**src/rtl/i2s_tx_serializer.sv**
```systemverilog
// i2s_tx_serializer: 2-entry stereo PCM FIFO feeding a standard I2S
// serializer clocked by temp_clk_mclk, oversampling sclk_in/lrclk_in.
//
// Ports:
//   temp_clk_mclk  block clock (>= 4x sclk)
//   rst            async active-high reset
//   sclk_in        I2S bit clock, async input
//   lrclk_in       I2S word select, async input (0 = left)
//   in_valid       sample pair offered
//   in_left        left sample (DATA_W)
//   in_right       right sample (DATA_W)
//   in_ready       FIFO not full
//   sdata          serial data, MSB first, one-bit delay
//   frame_start    pulse: pair popped at a left slot start
//   underrun       pulse: FIFO empty at a left slot start
//   underrun_cnt   saturating underrun count
//
// Optional: define I2S_TX_UNDERRUN_CNT_EN to build the underrun
// counter; otherwise underrun_cnt is tied to zero.
module i2s_tx_serializer #(
  parameter int DATA_W = 24,
  parameter int SLOT_W = 32,
  parameter int CNT_W  = 16
) (
  input  logic              temp_clk_mclk,
  input  logic              rst,
  input  logic              sclk_in,
  input  logic              lrclk_in,
  input  logic              in_valid,
  input  logic [DATA_W-1:0] in_left,
  input  logic [DATA_W-1:0] in_right,
  output logic              in_ready,
  output logic              sdata,
  output logic              frame_start,
  output logic              underrun,
  output logic [CNT_W-1:0]  underrun_cnt
);

  localparam int KW = $clog2(SLOT_W);
  localparam logic [KW-1:0] K_MAX = KW'(SLOT_W - 1);
  localparam logic [KW-1:0] K_DAT = KW'(DATA_W);

  typedef struct packed {
    logic [DATA_W-1:0] l;
    logic [DATA_W-1:0] r;
  } pair_t;

  // input synchronizers and sclk falling-edge detect
  logic sclk_s1;
  logic sclk_s2;
  logic sclk_d;
  logic lr_s1;
  logic lr_s2;
  logic sclk_fall;

  always_ff @(posedge temp_clk_mclk or posedge rst) begin
    if (rst) begin
      sclk_s1 <= 1'b0;
      sclk_s2 <= 1'b0;
      sclk_d  <= 1'b0;
      lr_s1   <= 1'b0;
      lr_s2   <= 1'b0;
    end else begin
      sclk_s1 <= sclk_in;
      sclk_s2 <= sclk_s1;
      sclk_d  <= sclk_s2;
      lr_s1   <= lrclk_in;
      lr_s2   <= lr_s1;
    end
  end

  assign sclk_fall = sclk_d & ~sclk_s2;

  // slot boundary detect and bit index
  logic          lr_last;
  logic [KW-1:0] k_q;
  logic [KW-1:0] k_nxt;
  logic          boundary;
  logic          load_l;
  logic          load_r;

  always_comb begin
    boundary = sclk_fall && (lr_s2 != lr_last);
    load_l   = boundary && !lr_s2;
    load_r   = boundary && lr_s2;
    k_nxt    = k_q;
    if (boundary) begin
      k_nxt = '0;
    end else if (k_q != K_MAX) begin
      k_nxt = k_q + 1'b1;
    end
  end

  // FIFO
  pair_t      mem [2];
  pair_t      head;
  logic [1:0] cnt_q;
  logic       wp_q;
  logic       rp_q;
  logic       fifo_empty;
  logic       push;
  logic       pop;

  assign in_ready   = (cnt_q != 2'd2);
  assign fifo_empty = (cnt_q == 2'd0);
  assign push       = in_valid && in_ready;
  assign pop        = load_l && !fifo_empty;
  assign head       = mem[rp_q];

  always_ff @(posedge temp_clk_mclk or posedge rst) begin
    if (rst) begin
      for (int i = 0; i < 2; i++) begin
        mem[i] <= '0;
      end
      cnt_q <= 2'd0;
      wp_q  <= 1'b0;
      rp_q  <= 1'b0;
    end else begin
      if (push) begin
        mem[wp_q].l <= in_left;
        mem[wp_q].r <= in_right;
        wp_q        <= ~wp_q;
      end
      if (pop) begin
        rp_q <= ~rp_q;
      end
      unique case (1'b1)
        (push && !pop): cnt_q <= cnt_q + 2'd1;
        (pop && !push): cnt_q <= cnt_q - 2'd1;
        default:        cnt_q <= cnt_q;
      endcase
    end
  end

  // holding registers and output shifter
  logic [DATA_W-1:0] hold_l;
  logic [DATA_W-1:0] hold_r;
  logic [DATA_W-1:0] sh_q;
  logic              bit_on;

  // k >= 1 whenever no boundary, so this covers 1..DATA_W
  assign bit_on = !boundary && (k_nxt <= K_DAT);

  always_ff @(posedge temp_clk_mclk or posedge rst) begin
    if (rst) begin
      lr_last     <= 1'b0;
      k_q         <= '0;
      hold_l      <= '0;
      hold_r      <= '0;
      sh_q        <= '0;
      sdata       <= 1'b0;
      frame_start <= 1'b0;
      underrun    <= 1'b0;
    end else begin
      frame_start <= pop;
      underrun    <= load_l && fifo_empty;
      if (sclk_fall) begin
        lr_last <= lr_s2;
        k_q     <= k_nxt;
        sdata   <= bit_on ? sh_q[DATA_W-1] : 1'b0;
        if (load_l) begin
          hold_l <= pop ? head.l : '0;
          hold_r <= pop ? head.r : '0;
          sh_q   <= pop ? head.l : '0;
        end else if (load_r) begin
          sh_q <= hold_r;
        end else if (bit_on) begin
          sh_q <= sh_q << 1;
        end
      end
    end
  end

`ifdef I2S_TX_UNDERRUN_CNT_EN
  logic [CNT_W-1:0] ucnt_q;

  always_ff @(posedge temp_clk_mclk or posedge rst) begin
    if (rst) begin
      ucnt_q <= '0;
    end else if (load_l && fifo_empty && (ucnt_q != '1)) begin
      ucnt_q <= ucnt_q + 1'b1;
    end
  end

  assign underrun_cnt = ucnt_q;
`else
  assign underrun_cnt = '0;
`endif

endmodule

```
**config.mk**
```make
export PLATFORM = sky130hd
export DESIGN_NAME = i2s_tx_serializer
export DESIGN_NICKNAME = d
export VERILOG_FILES = /design/src/rtl/i2s_tx_serializer.sv
export SDC_FILE = /design/constraint.sdc
export NUM_CORES = 1
export LEC_CHECK = 0
export CELL_PAD_IN_SITES_DETAIL_PLACEMENT = 1
export CELL_PAD_IN_SITES_GLOBAL_PLACEMENT = 1
export CORE_MARGIN = 8
export CORE_UTILIZATION = 40
export DETAILED_ROUTE_END_ITERATION = 12
export GPL_ROUTABILITY_DRIVEN = 0
export GPL_TIMING_DRIVEN = 1
export PLACE_DENSITY_LB_ADDON = 0.1
export SLEW_MARGIN = 20
export SYNTH_ARGS = -nofsm -noshare
export SYNTH_HDL_FRONTEND = slang
export SYNTH_SLANG_ARGS = --single-unit
```
**constraint.sdc**
```tcl
create_clock -name temp_clk_mclk -period 6.62 [get_ports temp_clk_mclk]
set_clock_uncertainty 0.1 [all_clocks]
set_input_delay 1.324 -clock temp_clk_mclk [delete_from_list [all_inputs] [get_ports temp_clk_mclk]]
set_output_delay 1.324 -clock temp_clk_mclk [all_outputs]
set_load 0.005 [all_outputs]
```
==> summary.md <==
The die covers 22700 µm². The summed instance area of the synthesized netlist is 7260 µm², and the DRC violations left is 0. Number of nets in the layout: 644. The first global-routing pass estimated 26200 µm of wire.

In the routed layout, each cell is associated on average with a via count of 5.19. In this run the worst hold path is classified as register to register. TritonCTS built the clock tree. For the count of different cell masters after synthesis, the log shows 39. The total wire length is 15600 µm. After clock tree synthesis, the setup repair step added 0 buffers.

In this run, synthesis produced a sequential element count of 162. Dividing the synthesized area by the synthesized cell count gives 13.5 µm². 0 antenna diodes ended up in the layout. sky130_fd_sc_hd__dfrtp_1 takes more of the synthesized area than any other cell. The logs give 0 for the global route total overflow and 48.0% for the share of the core filled with cells.

The final critical path takes up 46.2% of the cycle. The first detailed-routing pass took 4 iterations. In the final layout, the share of cells above drive strength 1 is 28.2%. By area the synthesized netlist is led by sky130_fd_sc_hd__dfrtp_1, sky130_fd_sc_hd__mux2_2, sky130_fd_sc_hd__mux2i_1. Headroom to the max-slew limit came out at 47.7%. The tools report the least setup slack across all paths after layout as 3.56 ns.

The run gives 0 as the final count of pins violating max slew. Entering global routing, the biggest net connects 62 pins. In this run the most used layer during global routing was met2. The worst slack at placement is 3.28 ns. Counting flops with a built-in enable in the synthesized netlist gives 0. Based on the critical path, the design can be clocked at up to 327 MHz. CTS built an H-tree with a depth of 4. The share of the Yosys chip area taken by registers is 55.8%.

The number of port buffers came out at 56. In the global route stage, met2 resource usage came out at 22.5%. The number of antenna violations at the first check in global routing was 0. Of all nets on the critical path, the largest fanout is 5. For this design the top-level I/O count stands at 73.

The type of the setup path with the least slack is register to output port. STA puts the critical path data arrival time at 1.63 ns. The worst register-to-register path has a setup slack of 4.06 ns. By count the netlist is led by sky130_fd_sc_hd__dfrtp_1, sky130_fd_sc_hd__mux2_2, sky130_fd_sc_hd__mux2i_1. The run gives 0 as the final antenna-violating net count. Counting along the longest clock path gives a buffer depth of 2. For this design the static power due to leakage is 3.78 nW.

For the via count of the first global-routing pass, the log shows 4870. The most common cell in the synthesized netlist was sky130_fd_sc_hd__dfrtp_1. IR analysis of the VDD net gives a maximum drop of 345 µV. The post-synthesis to final-layout area growth works out to 18.4%. Setup violations remaining at the end of the flow were counted as 0. Once the floorplan was initialized, standard cells occupied 40.6% of the core. Cell at the root of the clock tree: sky130_fd_sc_hd__clkbuf_16. For this design, the sink count on the clock tree is 162.

In this run the power density over the cells is 457 nW/µm². The die is 151 µm tall. Once detailed placement completed, the half-perimeter wirelength came to 9800 µm. The critical path data required time was 5.20 ns; the transition at the pin with the smallest max-transition slack was 0.785 ns.

Gates resized during post-CTS repair numbered 0. Synthesis produced a netlist whose cell count is 539. At the later pin of the worst-skew pair, clock insertion delay measures 0.42 ns.

Setup repair after global routing left no endpoint under its margin. STA classifies the critical path startpoint as a register. The run finished with clean final reports.

The via count is 4316, and the number of placement rows is 49. For this run, global-route usage on met3 was measured as 4.03%. For this run, the number of Yosys warnings is 0. Global routing consumed, over all layers together, 14.7% of the routing resources.

For this run, the leading register cell type out of synthesis is sky130_fd_sc_hd__dfrtp_1. On the final layout, the worst hold slack is 0.252 ns. Chip width: 151 µm. The element type at the critical path end was an output port. Along the worst hold path, the cell count comes to 0.

The top cell type by area accounts for 55.8% of the synthesized area. For the post-route setup TNS, the log shows 0 ns. Number of hold violations in the final report: 0. The tools report the number of hold buffers added after CTS as 0. The global-route met1 utilization came out at 20.1%.

Of all flip-flops after synthesis, the portion carrying an async set or reset was 100%. The post-detailed-route wirelength per cell works out to 18.8 µm. The clock slew seen by the registers of the worst setup and hold paths was 0.06 ns; the length in cells of the worst reg-to-reg path was 7. After the first detailed-routing iteration, the DRC count stood at 210. Buffers inserted during clock tree synthesis total 17.

The core region is 17900 µm². The clock period could shrink to 3.06 ns. The tool flagged a number of max-cap violations equal to 0.
## area by class of cell
cell class                 count  area, µm²
fill                        1802       9310
timing repair buffer          66        639
inverter                       4       20.0
tap                          229        287
clock inverter                10        156
multi-input combinational    338       2970
sequential                   162       4060
clock buffer                  22        464
## state kept, by name (all words and copies together), names as in the netlist
name	count
mem	96
hold_r	24
sh_q	24
k_q	5
cnt_q	2
frame_start	1
lr_last	1
lr_s1	1
lr_s2	1
rp_q	1
sclk_d	1
sclk_s1	1
sclk_s2	1
sdata	1
underrun	1
wp_q	1
## critical path: stages, from the launching register on
cell	delay [ns]
sky130_fd_sc_hd__dfrtp_1	0.48
sky130_fd_sc_hd__nand2b_1	0.21
sky130_fd_sc_hd__clkdlybuf4s50_1	0.52
## path summary, 6_finish.rpt
kind / endpoint / start
worst max-delay path: in_ready / cnt_q[0]$_DFFE_PP0P_
worst min-delay path: sclk_s2$_DFF_PP0_ / sclk_s1$_DFF_PP0_
worst max register to register: sh_q[22]$_DFFE_PP0P_ / k_q[0]$_DFFE_PP0P_
worst min register to register: sclk_s2$_DFF_PP0_ / sclk_s1$_DFF_PP0_
max in group asynchronous: mem[23]$_DFFE_PP0P_ / rst
min in group asynchronous: mem[15]$_DFFE_PP0P_ / rst
## routing by layer
metal | wire length, µm | part of all wire, % | vias to the layer above
met4 | 129 | 0.83 | 0
met2 | 7240 | 46 | 75
li1 | - | - | 1987
met1 | 7620 | 49 | 2243
met3 | 628 | 4.0 | 11
met5 | 0 | 0 | -
## layout by cell type, fill, tap and decap left out, types with 3 or more instances in the layout
cell type                         count
sky130_fd_sc_hd__bufinv_16            4
sky130_fd_sc_hd__xnor2_1              4
sky130_fd_sc_hd__clkinv_2             4
sky130_fd_sc_hd__a21oi_1              7
sky130_fd_sc_hd__mux2_4              19
sky130_fd_sc_hd__nand3_1              4
sky130_fd_sc_hd__conb_1              16
sky130_fd_sc_hd__mux2i_1             71
sky130_fd_sc_hd__nand2_1             34
sky130_fd_sc_hd__inv_1                3
sky130_fd_sc_hd__dfrtp_1            161
sky130_fd_sc_hd__nand2b_1             3
sky130_fd_sc_hd__nor2_1               5
sky130_fd_sc_hd__clkbuf_1             3
sky130_fd_sc_hd__clkdlybuf4s50_1     56
sky130_fd_sc_hd__buf_4                9
sky130_fd_sc_hd__mux2_2             100
sky130_fd_sc_hd__o21ai_0             27
sky130_fd_sc_hd__o22ai_1             23
sky130_fd_sc_hd__clkbuf_16           17
## kinds of logic after synthesis
group,after synthesis,synth area share (%)
mux,190,29.2
flops,162,55.8
compound gates,66,5.70
simple gates,58,3.74
buf+inv,54,4.38
xor+xnor,6,0.724
fa+ha+maj,2,0.345
other cells,1,0.0516
## through the flow
stage | cells | cell area, µm² | power [mW]
5_1_grt | 831 | 8600 | 4.19
3_3_place_gp | 798 | 7960 | 2.86
2_1_floorplan | 554 | 7320 | 2.60
3_5_place_dp | 798 | 7960 | 2.93
6_report | 831 | 8600 | 3.93
4_1_cts | 830 | 8580 | 3.99
## power by group
group          internal, mW  leakage (nW)  switching (mW)
Combinational         0.670          1.49           0.483
Sequential             1.44          1.98           0.300
Clock                 0.649         0.304           0.387
Total                  2.76          3.78            1.17
(Power assumes the default switching activity.)
